### config.mk
export PLATFORM = sky130hd
export DESIGN_NAME = serial_detect_sched
export DESIGN_NICKNAME = d
export VERILOG_FILES = /design/src/rtl/serial_detect_sched.sv
export SDC_FILE = /design/constraint.sdc
export NUM_CORES = 1
export LEC_CHECK = 0
export ABC_AREA = 0
export CAP_MARGIN = 20
export CELL_PAD_IN_SITES_DETAIL_PLACEMENT = 1
export CELL_PAD_IN_SITES_GLOBAL_PLACEMENT = 1
export CORE_MARGIN = 5
export CORE_UTILIZATION = 42
export CTS_BUF_LIST = sky130_fd_sc_hd__clkbuf_4 sky130_fd_sc_hd__clkbuf_8
export CTS_CLUSTER_DIAMETER = 80
export DETAILED_ROUTE_END_ITERATION = 6
export PLACE_DENSITY_LB_ADDON = 0.25
export SYNTH_ARGS = -nofsm -noshare
export SYNTH_HDL_FRONTEND = slang
export SYNTH_SLANG_ARGS = --single-unit
### constraint.sdc
create_clock -name clk -period 7.7 [get_ports clk]
set_input_delay 1.54 -clock clk [delete_from_list [all_inputs] [get_ports clk]]
set_output_delay 1.54 -clock clk [all_outputs]
set_load 0.01 [all_outputs]
### src/rtl/serial_detect_sched.sv
// serial_detect_sched: shares one serial Moore sequence detector between
// N_REQ requesters. It grants one requester, shifts that requester's word
// into the detector MSB first, counts the detector hits and returns the
// count with a one-cycle done pulse.
// Build option: SCHED_FIXED_PRIO_EN selects fixed priority, where the lowest
// index wins. When it is undefined, arbitration is round-robin.
//
// state  | meaning
// IDLE   | arbitrate; latch the winner's word
// CLEAR  | det_clr pulse, detector reset
// SHIFT  | WIDTH cycles, det_in = word MSB, sample det_out from cycle 1
// FLUSH  | take the last sample, for the final shifted bit
// DONE   | done pulse; done_id / hit_cnt valid
module serial_detect_sched #(
  parameter int N_REQ = 4,
  parameter int WIDTH = 8
) (
  input  logic                     clk,
  input  logic                     reset,
  input  logic [N_REQ-1:0]         req,
  input  logic [N_REQ*WIDTH-1:0]   data,
  output logic [N_REQ-1:0]         gnt,
  output logic                     busy,
  output logic                     det_clr,
  output logic                     det_in,
  input  logic                     det_out,
  output logic                     done,
  output logic [2:0]               done_id,
  output logic [3:0]               hit_cnt
);

  typedef enum logic [2:0] {S_IDLE, S_CLEAR, S_SHIFT, S_FLUSH, S_DONE} state_t;

  state_t            state_q, state_d;
  logic [WIDTH-1:0]  sh_q;
  logic [3:0]        bit_cnt;
  logic [3:0]        cnt;
  logic [3:0]        cnt_nx;
  logic [2:0]        cur_id;
  logic [7:0]        req_pad;
  logic [3:0]        base;
  logic [3:0]        cand;
  logic              win_vld;
  logic [2:0]        win_idx;
  logic [WIDTH-1:0]  win_word;
`ifndef SCHED_FIXED_PRIO_EN
  logic [2:0]        rr_ptr;
`endif

  // Arbiter: walk the requests starting at the search base and pick the first one asserted.
  always_comb begin
    req_pad = '0;
    req_pad[N_REQ-1:0] = req;
`ifdef SCHED_FIXED_PRIO_EN
    base = 4'd0;
`else
    base = {1'b0, rr_ptr};
`endif
    win_vld = 1'b0;
    win_idx = '0;
    cand    = '0;
    for (int i = 0; i < N_REQ; i++) begin
      cand = base + 4'(i);
      if (cand >= 4'(N_REQ)) cand = cand - 4'(N_REQ);
      if (!win_vld && req_pad[cand[2:0]]) begin
        win_vld = 1'b1;
        win_idx = cand[2:0];
      end
    end
    win_word = WIDTH'(data >> (int'(win_idx) * WIDTH));
  end

  // Saturating increment of the hit counter for the current detector sample.
  always_comb begin
    cnt_nx = cnt;
    if (det_out && cnt != 4'hF) cnt_nx = cnt + 4'd1;
  end

  // State register.
  always_ff @(posedge clk or negedge reset) begin
    if (!reset) state_q <= S_IDLE;
    else        state_q <= state_d;
  end

  // Next state and the outputs decoded from the state.
  always_comb begin
    state_d = state_q;
    busy    = (state_q != S_IDLE);
    det_clr = 1'b0;
    det_in  = 1'b0;
    done    = 1'b0;
    case (state_q)
      S_IDLE:  if (win_vld) state_d = S_CLEAR;
      S_CLEAR: begin
        det_clr = 1'b1;
        state_d = S_SHIFT;
      end
      S_SHIFT: begin
        det_in = sh_q[WIDTH-1];
        if (bit_cnt == 4'(WIDTH-1)) state_d = S_FLUSH;
      end
      S_FLUSH: state_d = S_DONE;
      S_DONE: begin
        done    = 1'b1;
        state_d = S_IDLE;
      end
      default: state_d = S_IDLE;
    endcase
  end

  // Datapath: grant capture, shift register, bit and hit counters, result registers.
  always_ff @(posedge clk or negedge reset) begin
    if (!reset) begin
      gnt     <= '0;
      sh_q    <= '0;
      bit_cnt <= '0;
      cnt     <= '0;
      cur_id  <= '0;
      done_id <= '0;
      hit_cnt <= '0;
`ifndef SCHED_FIXED_PRIO_EN
      rr_ptr  <= '0;
`endif
    end else begin
      case (state_q)
        S_IDLE: begin
          if (win_vld) begin
            gnt     <= N_REQ'(1) << win_idx;
            sh_q    <= win_word;
            bit_cnt <= '0;
            cnt     <= '0;
            cur_id  <= win_idx;
`ifndef SCHED_FIXED_PRIO_EN
            rr_ptr  <= (win_idx == 3'(N_REQ-1)) ? 3'd0 : win_idx + 3'd1;
`endif
          end
        end
        S_SHIFT: begin
          sh_q    <= sh_q << 1;
          bit_cnt <= bit_cnt + 4'd1;
          // Cycle 0 sees the detector still cleared, so it is not sampled.
          if (bit_cnt != 4'd0) cnt <= cnt_nx;
        end
        S_FLUSH: begin
          cnt     <= cnt_nx;
          hit_cnt <= cnt_nx;
          done_id <= cur_id;
        end
        S_DONE: gnt <= '0;
        default: ;
      endcase
    end
  end

endmodule

Word-level counts from Yosys, hierarchy flattened
Cells that the tools add are included.
- $add $sub $neg: 10
- magnitude comparators: 8
- equal/unequal tests: 10
- shifts and indexed selects: 2
- mux-type cells: 36
- reduce and logical (&&, ||, !) cells: 18
- operator list (operator ; number):
    $mux W3 ; 11
    $shr A32 B6 Y8 ; 1
    $lt A3 B4 Y1 const B ; 4
    $mux W4 ; 4
    $pmux W4 S2 ; 2
    $pmux W8 S2 ; 1
    $bmux W1 S3 ; 4
    $ge A4 B3 Y1 const B ; 3
    $pmux W3 S4 ; 1
    $pmux W4 S3 ; 1
    $sub A3 B3 Y3 const B ; 4
    $mux W1 ; 11
    $eq A3 B2 Y1 const B ; 3
    $add A3 B2 Y4 const B ; 2
    $add A4 B1 Y4 const B ; 2
    $mux W8 ; 1
    $reduce_and A2 Y1 ; 4
    $ne A2 B2 Y1 const B ; 3
    $reduce_bool A3 Y1 ; 2
    $add A3 B1 Y4 const B ; 1
    $eq A4 B3 Y1 const B ; 1
    $logic_and A1 B1 Y1 ; 4
    $ne A4 B4 Y1 const B ; 1
    $reduce_bool A2 Y1 ; 2
    other kinds (9) ; 11
- register bits: 36
- output and inout bits: 15
- word-level logic and storage cells: 93

Logic depth before layout (Yosys ltp)
- depth after elaboration: 17
- gate-level depth with buffers: 14
- mapped depth without buffers: 11

Worst setup path after synthesis
OpenSTA, ideal clock, no wires.
- kind: input to register
- start: in req[3]
- end: reg rr_ptr[0]
- library setup time: 0.133 ns
- data arrival time: 3.423 ns
- required time: 7.567 ns
- slack: 4.145 ns
- stages: 10
- path through: mux2_2 mux2_2 o21ai_2 o31ai_1 buf_6 nor2_1 ha_1 nor3_1 o31ai_1 o41ai_1
- longest elaborated chain between the ends: 14
- elaborated cells between the ends (all ways): 26
- those cells by class: add/sub: 1; eq/ne: 1; mux: 17; reduce/logical: 7
- RTL lines (element ; RTL line ; RTL):
    start, declared ; 20 ; input logic [N_REQ-1:0] req,
    $bmux W1 S3 ; 65 ; if (!win_vld && req_pad[cand[2:0]]) begin
    $mux W1 (implied by the code) ; 65 ;
    $mux W1 ; 65 ;
    $logic_not A1 Y1 ; 65 ;
    $logic_and A1 B1 Y1 ; 65 ;
    $mux W1 ; 65 ;
    $logic_not A1 Y1 ; 65 ;
    $logic_and A1 B1 Y1 ; 65 ;
    $mux W1 ; 65 ;
    $logic_not A1 Y1 ; 65 ;
    $logic_and A1 B1 Y1 ; 65 ;
    $mux W3 (*) ; 65 ;
    via win_idx[0] ; 44 ; logic [2:0] win_idx;
    $add A3 B1 Y3 or $eq A3 B2 Y1 (tied branches) ; 134 ; rr_ptr <= (win_idx == 3'(N_REQ-1)) ? 3'd0 : win_idx + 3'd1;
    $mux W3 (*) ; 134 ;
    end signal, assigned ; 134 ;
    end, declared ; 47 ; logic [2:0] rr_ptr;
Mark *: on every way through the listed nets, which the timed path passes. The rest lies on a longest branch. The select of a mux whose other input is x is not followed.
A chain may end at the register's enable or synchronous reset.

Worst setup path after layout
- start: in req[1]
- end: reg rr_ptr[0]
The elaborated chain is that of the path after synthesis.

==> metrics.txt <==
Antenna Cells 0; Post-synth ARST share 100.0%; max_cap viols 0; H-tree depth 2; Pins Over Slew Limit 0; die width 85.08 µm; Max Fclk 0.2161 GHz; crit end category flop; Top FF cell, synth dfrtp_1; hold path start cur_id[1]; Syn-to-layout area delta 27.06%; worst-margin pin slew 1010 ps; clock sinks 36; most common cell in the netlist dfrtp_1; input/output buffers 53; fraction of final layout cells sized beyond drive strength 1 9.416%; fin nets 355; maximum vdd drop 133.8 µV; DP Wirelength 4.739 mm; post-synthesis sequential area ratio 38.05%; Startpoint Class input port; cell type with the highest aggregate area in the netlist dfrtp_1; Placeable Area 5507 µm²; first-pass GRT wire length 10.54 mm; CTS Buf Count 5; reg-to-reg startpoint rr_ptr[0]; # Post-CTS Setup Buffers 0; initial antenna violation count 0; mapped cell area 2367 µm²; WHS 475.0 ps; final worst path period need 4629 ps; Starting Density 42.99%; Yosys cell types 49; R2R cell count 10; WHS Endpoint done_id[1]; worst clock skew 6.000 ps; vias in the first global route 2,211; Mapped Cells 258; DRT iter0 DRCs 77; worst r2r dst rr_ptr[0]; Detail Route Antenna Nets 0; gr ovfl total 0; vias per cell 5.613; FILL cells 650; GRT Total Usage 17.97%; worst path arrival time 4790 ps; multi-input logic area 1326 µm²; Worst-Skew Late Latency 290 ps; Setup CP Type in2reg; Max-slew headroom 32.24%; root buf cell clkbuf_8; # hold bufs at CTS 0; FF+latch area 900.9 µm²; TNS Setup 0 ps; syn avg cell area 9.175 µm²; Worst Path Max Fanout 11; status complete, no violations; hold path cells 2; post-synth top area share 38.05%; DRC viols 0; fin crit share 60.11%; WL final 6.166 mm; Power Density 390.6 nW/µm²; YS warnings 0; IO Pins 54; CTS tree yes; clock edge transition at the registers on the reported setup and hold paths 80 ps; Worst Path Required 7860 ps; average wire per standard cell 16.23 µm; Commonest cells post-synth dfrtp_1, nand2_1, o21ai_0; Hold Fails Final Rpt 0; Lkg Pwr 0.001241 µW; Clock Tree Buf Depth 2; pin count of the biggest net entering global routing 37; number of flops mapped to enable cells by yosys 0; FF-to-FF setup slack 3220 ps; Final setup viols 0; vias after detailed routing 2,133; #FFs+latches synth 36; hold crit path type reg2reg; die area 7238 µm²; top cells by area, synth dfrtp_1, o21ai_0, nand2_1, ha_1, mux2i_1; post-cts repair resize count 0; RePlAce Congestion 0.7822; Post-Synthesis Net Count 306; Power Total 1175 µW; number of detailed-route iterations in the first pass 5; site row count 27; RSZ-0062 raised after global routing no; Die H 85.08 µm
-- flip-flops by register name (all words and copies together), names as in the netlist --
| name | flops |
|---|---|
| bit_cnt | 4 |
| cnt | 4 |
| cur_id | 3 |
| done_id | 3 |
| gnt | 4 |
| hit_cnt | 4 |
| rr_ptr | 3 |
| sh_q | 8 |
| state_q | 3 |
-- per-layer routing --
layer	vias to the layer above	global-route usage (%)	wire (µm)
li1	1041	-	-
met1	1040	22.80	2764
met2	46	31.14	3054
met3	6	3.592	283
met4	0	4.604	63
met5	-	0	0
-- cell type report --
type | instances | area share (%)
well taps | 72 | 2.995
multi-input cells | 196 | 44.09
clock inverters | 3 | 0.7904
clock buffers | 5 | 2.288
repair buffers | 56 | 18.39
flip-flops and latches | 36 | 29.95
inverters | 12 | 1.498
-- through the flow --
| step | setup slack, ps | utilization, % | std cells | cell area (µm²) |
|---|---|---|---|---|
| after floorplan | 4145 | - | 258 | 2367 |
| after global placement | 2966 | 52.67 | 370 | 2900 |
| after detailed placement | 2834 | 52.67 | 370 | 2900 |
| after CTS | 3153 | 54.35 | 378 | 2993 |
| after global routing | 2804 | 54.62 | 380 | 3008 |
| final | 3071 | 54.62 | 380 | 3008 |
-- power by group --
part	switching [µW]	internal [µW]	leakage [µW]
Combinational	391	305	0.000736
Clock	74.8	64.1	0.0000404
Sequential	77.7	263	0.000464
Total	543	632	0.00124
-- critical path, stage by stage --
cell             delay (ps)
clkdlybuf4s50_1         490
mux4_2                  540
a2bb2oi_1               830
o31ai_2                 380
nor2_1                  280
ha_1                    250
nor3_1                   80
o31ai_1                 270
o41ai_1                 120
-- cells in the final DEF, fill, tap and decap left out, drive strengths merged, types with 2 or more instances in the layout --
| cell type | synthesis | routed |
|---|---|---|
| clkdlybuf4s50 | 0 | 53 |
| dfrtp | 36 | 36 |
| nand2 | 34 | 34 |
| o21ai | 28 | 28 |
| nor3 | 21 | 21 |
| inv | 12 | 12 |
| mux2i | 11 | 11 |
| nand3 | 10 | 10 |
| nor2 | 9 | 9 |
| ha | 9 | 9 |
| o211ai | 8 | 8 |
| o22a | 7 | 7 |
| a22oi | 7 | 7 |
| clkbuf | 9 | 6 |
| mux2 | 5 | 5 |
| a21oi | 5 | 5 |
| o31ai | 5 | 5 |
| o21a | 4 | 4 |
| nand4 | 3 | 3 |
| nor2b | 3 | 3 |
| nand2b | 2 | 2 |
| and3 | 2 | 2 |
| o221ai | 2 | 2 |
| xnor2 | 2 | 2 |
| and2 | 2 | 2 |
| a21o | 2 | 2 |
| clkinvlp | 0 | 2 |
| buf | 5 | 2 |
| mux4 | 2 | 2 |
| or3 | 2 | 2 |
-- worst max path at each step --
stage,slack (ps),endpoint,cells after the start,from
floorplan,4140,rr_ptr[0],10,req[3]
global placement,2970,rr_ptr[0],9,req[0]
global route,2800,rr_ptr[0],10,rr_ptr[0]
finish,3070,rr_ptr[0],9,req[1]
detailed placement,2830,rr_ptr[0],9,req[1]
CTS,3150,rr_ptr[0],9,req[0]
-- cell families (layout without fill, tap and decap cells) --
| kind of cell | after synthesis | count (layout) | synth area share (%) |
|---|---|---|---|
| AND/OR/NAND/NOR | 92 | 92 | 18.61 |
| AO/OA/AOI/OAI | 74 | 74 | 22.25 |
| flip-flops | 36 | 36 | 38.05 |
| buffers and inverters | 26 | 76 | 6.131 |
| multiplexers | 18 | 18 | 9.091 |
| adder cells (fa/ha/maj) | 9 | 9 | 4.757 |
| XOR/XNOR | 3 | 3 | 1.110 |
No activity file was read; power rests on OpenSTA's default activity.
==> patch (config.mk and constraints unchanged) <==
Register the output `hit_cnt` once more, with the module's reset; this adds one clock of latency there. The other outputs are not delayed to match.
--- a/src/rtl/serial_detect_sched.sv
+++ b/src/rtl/serial_detect_sched.sv
@@ -32,2 +32,4 @@
   typedef enum logic [2:0] {S_IDLE, S_CLEAR, S_SHIFT, S_FLUSH, S_DONE} state_t;
+
+  logic [3:0] hit_cnt_s0;
 
@@ -119,3 +121,3 @@
       done_id <= '0;
-      hit_cnt <= '0;
+      hit_cnt_s0 <= '0;
 `ifndef SCHED_FIXED_PRIO_EN
@@ -145,3 +147,3 @@
           cnt     <= cnt_nx;
-          hit_cnt <= cnt_nx;
+          hit_cnt_s0 <= cnt_nx;
           done_id <= cur_id;
@@ -154,2 +156,10 @@
 
+  always_ff @(posedge clk or negedge reset) begin
+    if (!reset) begin
+      hit_cnt <= '0;
+    end else begin
+      hit_cnt <= hit_cnt_s0;
+    end
+  end
+
 endmodule
Behaviour: same outputs for any inputs over 10 cycles, from zero or initial values and one cycle with reset low; that may be too few to reach the edited logic, so the function may still have changed.
==> patch against the original RTL <==
Maximum frequency rose by 11%; critical path depth did not move; hold slack got worse by 0.090 ns; utilization rose by 2.5 points; synthesized cell count fell by 10%; routed wire length fell by 7.3%; synthesized area fell by 4.0%; power fell by 3.3%; die area fell by 3.5%; worst setup slack improved by 0.46 ns; first-iteration DRC count fell by 25%; sequential share of layout area rose by 3.9 points; final area fell by 1.7%; sequential cell count rose by 4.
==> patch: results (changes against the original RTL) <==
Parameter                              Value

Detailed routing
  Total vias in the final route    1919 (was 2133)
  Drt first pass iters    4 (was 5)
  Mean routed wirelength per cell    16.19 um (was 16.23 um)
  DR iter-0 viols    58 (was 77)

Yosys
  Post-synthesis net count    279 (was 306)
  Sequential share of the synthesized area    44.03% (was 38.05%)
  Leading cell types by total area after synthesis    sky130_fd_sc_hd__dfrtp_1 44%, sky130_fd_sc_hd__mux2i_1 7.0%, sky130_fd_sc_hd__nand2_1 6.1%, sky130_fd_sc_hd__ha_1 5.0%, sky130_fd_sc_hd__o221ai_1 3.1% (was sky130_fd_sc_hd__dfrtp_1 38%, sky130_fd_sc_hd__o21ai_0 5.3%, sky130_fd_sc_hd__nand2_1 5.2%, sky130_fd_sc_hd__ha_1 4.8%, sky130_fd_sc_hd__mux2i_1 4.7%)
  Number of distinct library cell variants in the gate-level netlist after synthesis    42 (was 49)
  List of most frequent post-synthesis cells    40 x sky130_fd_sc_hd__dfrtp_1, 37 x sky130_fd_sc_hd__nand2_1, 16 x sky130_fd_sc_hd__mux2i_1, 14 x sky130_fd_sc_hd__inv_1, 13 x sky130_fd_sc_hd__o21ai_0 (was 36 x sky130_fd_sc_hd__dfrtp_1, 33 x sky130_fd_sc_hd__nand2_1, 25 x sky130_fd_sc_hd__o21ai_0, 21 x sky130_fd_sc_hd__nor3_1, 12 x sky130_fd_sc_hd__inv_1)

Placed design
  Hpwl dp    4345 um (was 4739 um)
  DP Area    0.002834 mm2 (was 0.002900 mm2)
  Placer congestion estimate    0.8137 (was 0.7822)

Power
  Leak    1.337 nW (was 1.241 nW)
  Worst VDD drop    0.0001751 V (was 0.0001338 V)

Worst setup path
  Top fanout value on the critical path    19 (was 11)
  Cell with the largest stage delay on the worst path    sky130_fd_sc_hd__mux4_2 (was sky130_fd_sc_hd__a2bb2oi_1)
  Highest cell delay on the worst timing path    0.58 ns (was 0.83 ns)
  Gate family responsible for the most delay along the worst path    simple AND/OR/NAND/NOR gates (was compound AO/OA/AOI/OAI gates)

Finish
  Post-layout nets    330 (was 355)
  Fraction of final layout cells with drive strength greater than 1    7.067% (was 9.416%)

GRT
  Total routing usage reported by global routing    17.15% (was 17.97%)
  Wire length of the first global-routing pass    9887 um (was 10540 um)
  Pin count of the biggest net entering global routing    41 (was 37)
  Via count of the first global-routing pass    2036 (was 2211)

STA
  Clock skew after layout    0.007750 ns (was 0.006000 ns)
  Final hold violation count    0 (unchanged)
  Slew headroom    40.99% (was 32.24%)

Clocking
  Clock transition time at the flip-flop clock pins of the worst setup and hold paths    0.08 ns (about the same)

Outcome
  Result of the run    finished clean (unchanged)
==> patch: cell count changes in the layout (fill, tap and decap cells not counted), moves of 5 or more <==
cell                       delta
sky130_fd_sc_hd__nor3_1      -20
sky130_fd_sc_hd__o21ai_0     -12
sky130_fd_sc_hd__o211ai_1     -8
sky130_fd_sc_hd__o221ai_1     +8
sky130_fd_sc_hd__o22a_1       -7
sky130_fd_sc_hd__and2_1       +6
sky130_fd_sc_hd__a21oi_1      +5
sky130_fd_sc_hd__mux2i_1      +5
sky130_fd_sc_hd__nand3_1      -5
==> patch: logic make-up after synthesis <==
group                    synth area share (%)
flip-flops                              44.03
adder cells (fa/ha/maj)                 4.953
XOR/XNOR                               0.7706
AND/OR/NAND/NOR                         17.39
buffers and inverters                   4.623
multiplexers                            12.00
AO/OA/AOI/OAI                           16.24
==> patch: worst paths after layout <==
path / cells past startpoint / from / slack (ns) / end
max in group asynchronous: 1 / reset / 5.78 / gnt[1]
max: 9 / req[2] / 3.53 / rr_ptr[0]
min: 0 / hit_cnt_s0[1] / 0.38 / hit_cnt[1]
max reg2reg: 10 / rr_ptr[0] / 4.30 / rr_ptr[0]
min reg2reg: 0 / hit_cnt_s0[1] / 0.38 / hit_cnt[1]
min in group asynchronous: 1 / reset / 1.35 / hit_cnt[2]
==> patch: power by group through the flow <==
stage	Clock, W	Combinational (W)	Sequential [W]
after floorplan	0	0.000452	0.000334
after global placement	0	0.000583	0.000354
after detailed placement	0	0.000604	0.000359
after CTS	0.000187	0.000609	0.000357
after global routing	0.000196	0.000674	0.000368
final	0.000181	0.000599	0.000356
==> patch: metal layers <==
metal	up-vias	routed length, um	GRT usage, %
li1	926	-	-
met1	946	2576	21.58
met2	40	2828	29.72
met3	7	249	4.047
met4	0	60	3.947
met5	-	0	0
==> patch: layout make-up <==
type | count | area, um2
repair buffers | 53 | 525.5
well taps | 70 | 87.58
multi-input cells | 168 | 1167
clock inverters | 2 | 38.79
fillers | 564 | 2217
inverters | 14 | 52.55
clock buffers | 6 | 82.58
flip-flops and latches | 40 | 1001
==> patch: stage by stage <==
stage / hold slack (ns) / total power [W] / instances / setup WS [ns] / utilization, %
2_1_floorplan: 0.3535 / 0.0007854 / 231 / 4.031 / -
3_3_place_gp: 0.3594 / 0.0009365 / 345 / 3.345 / 54.79
3_5_place_dp: 0.3665 / 0.0009628 / 345 / 3.202 / 54.79
4_1_cts: 0.3854 / 0.001152 / 353 / 3.513 / 57.14
5_1_grt: 0.4048 / 0.001239 / 353 / 3.319 / 57.14
6_report: 0.3847 / 0.001136 / 353 / 3.527 / 57.14
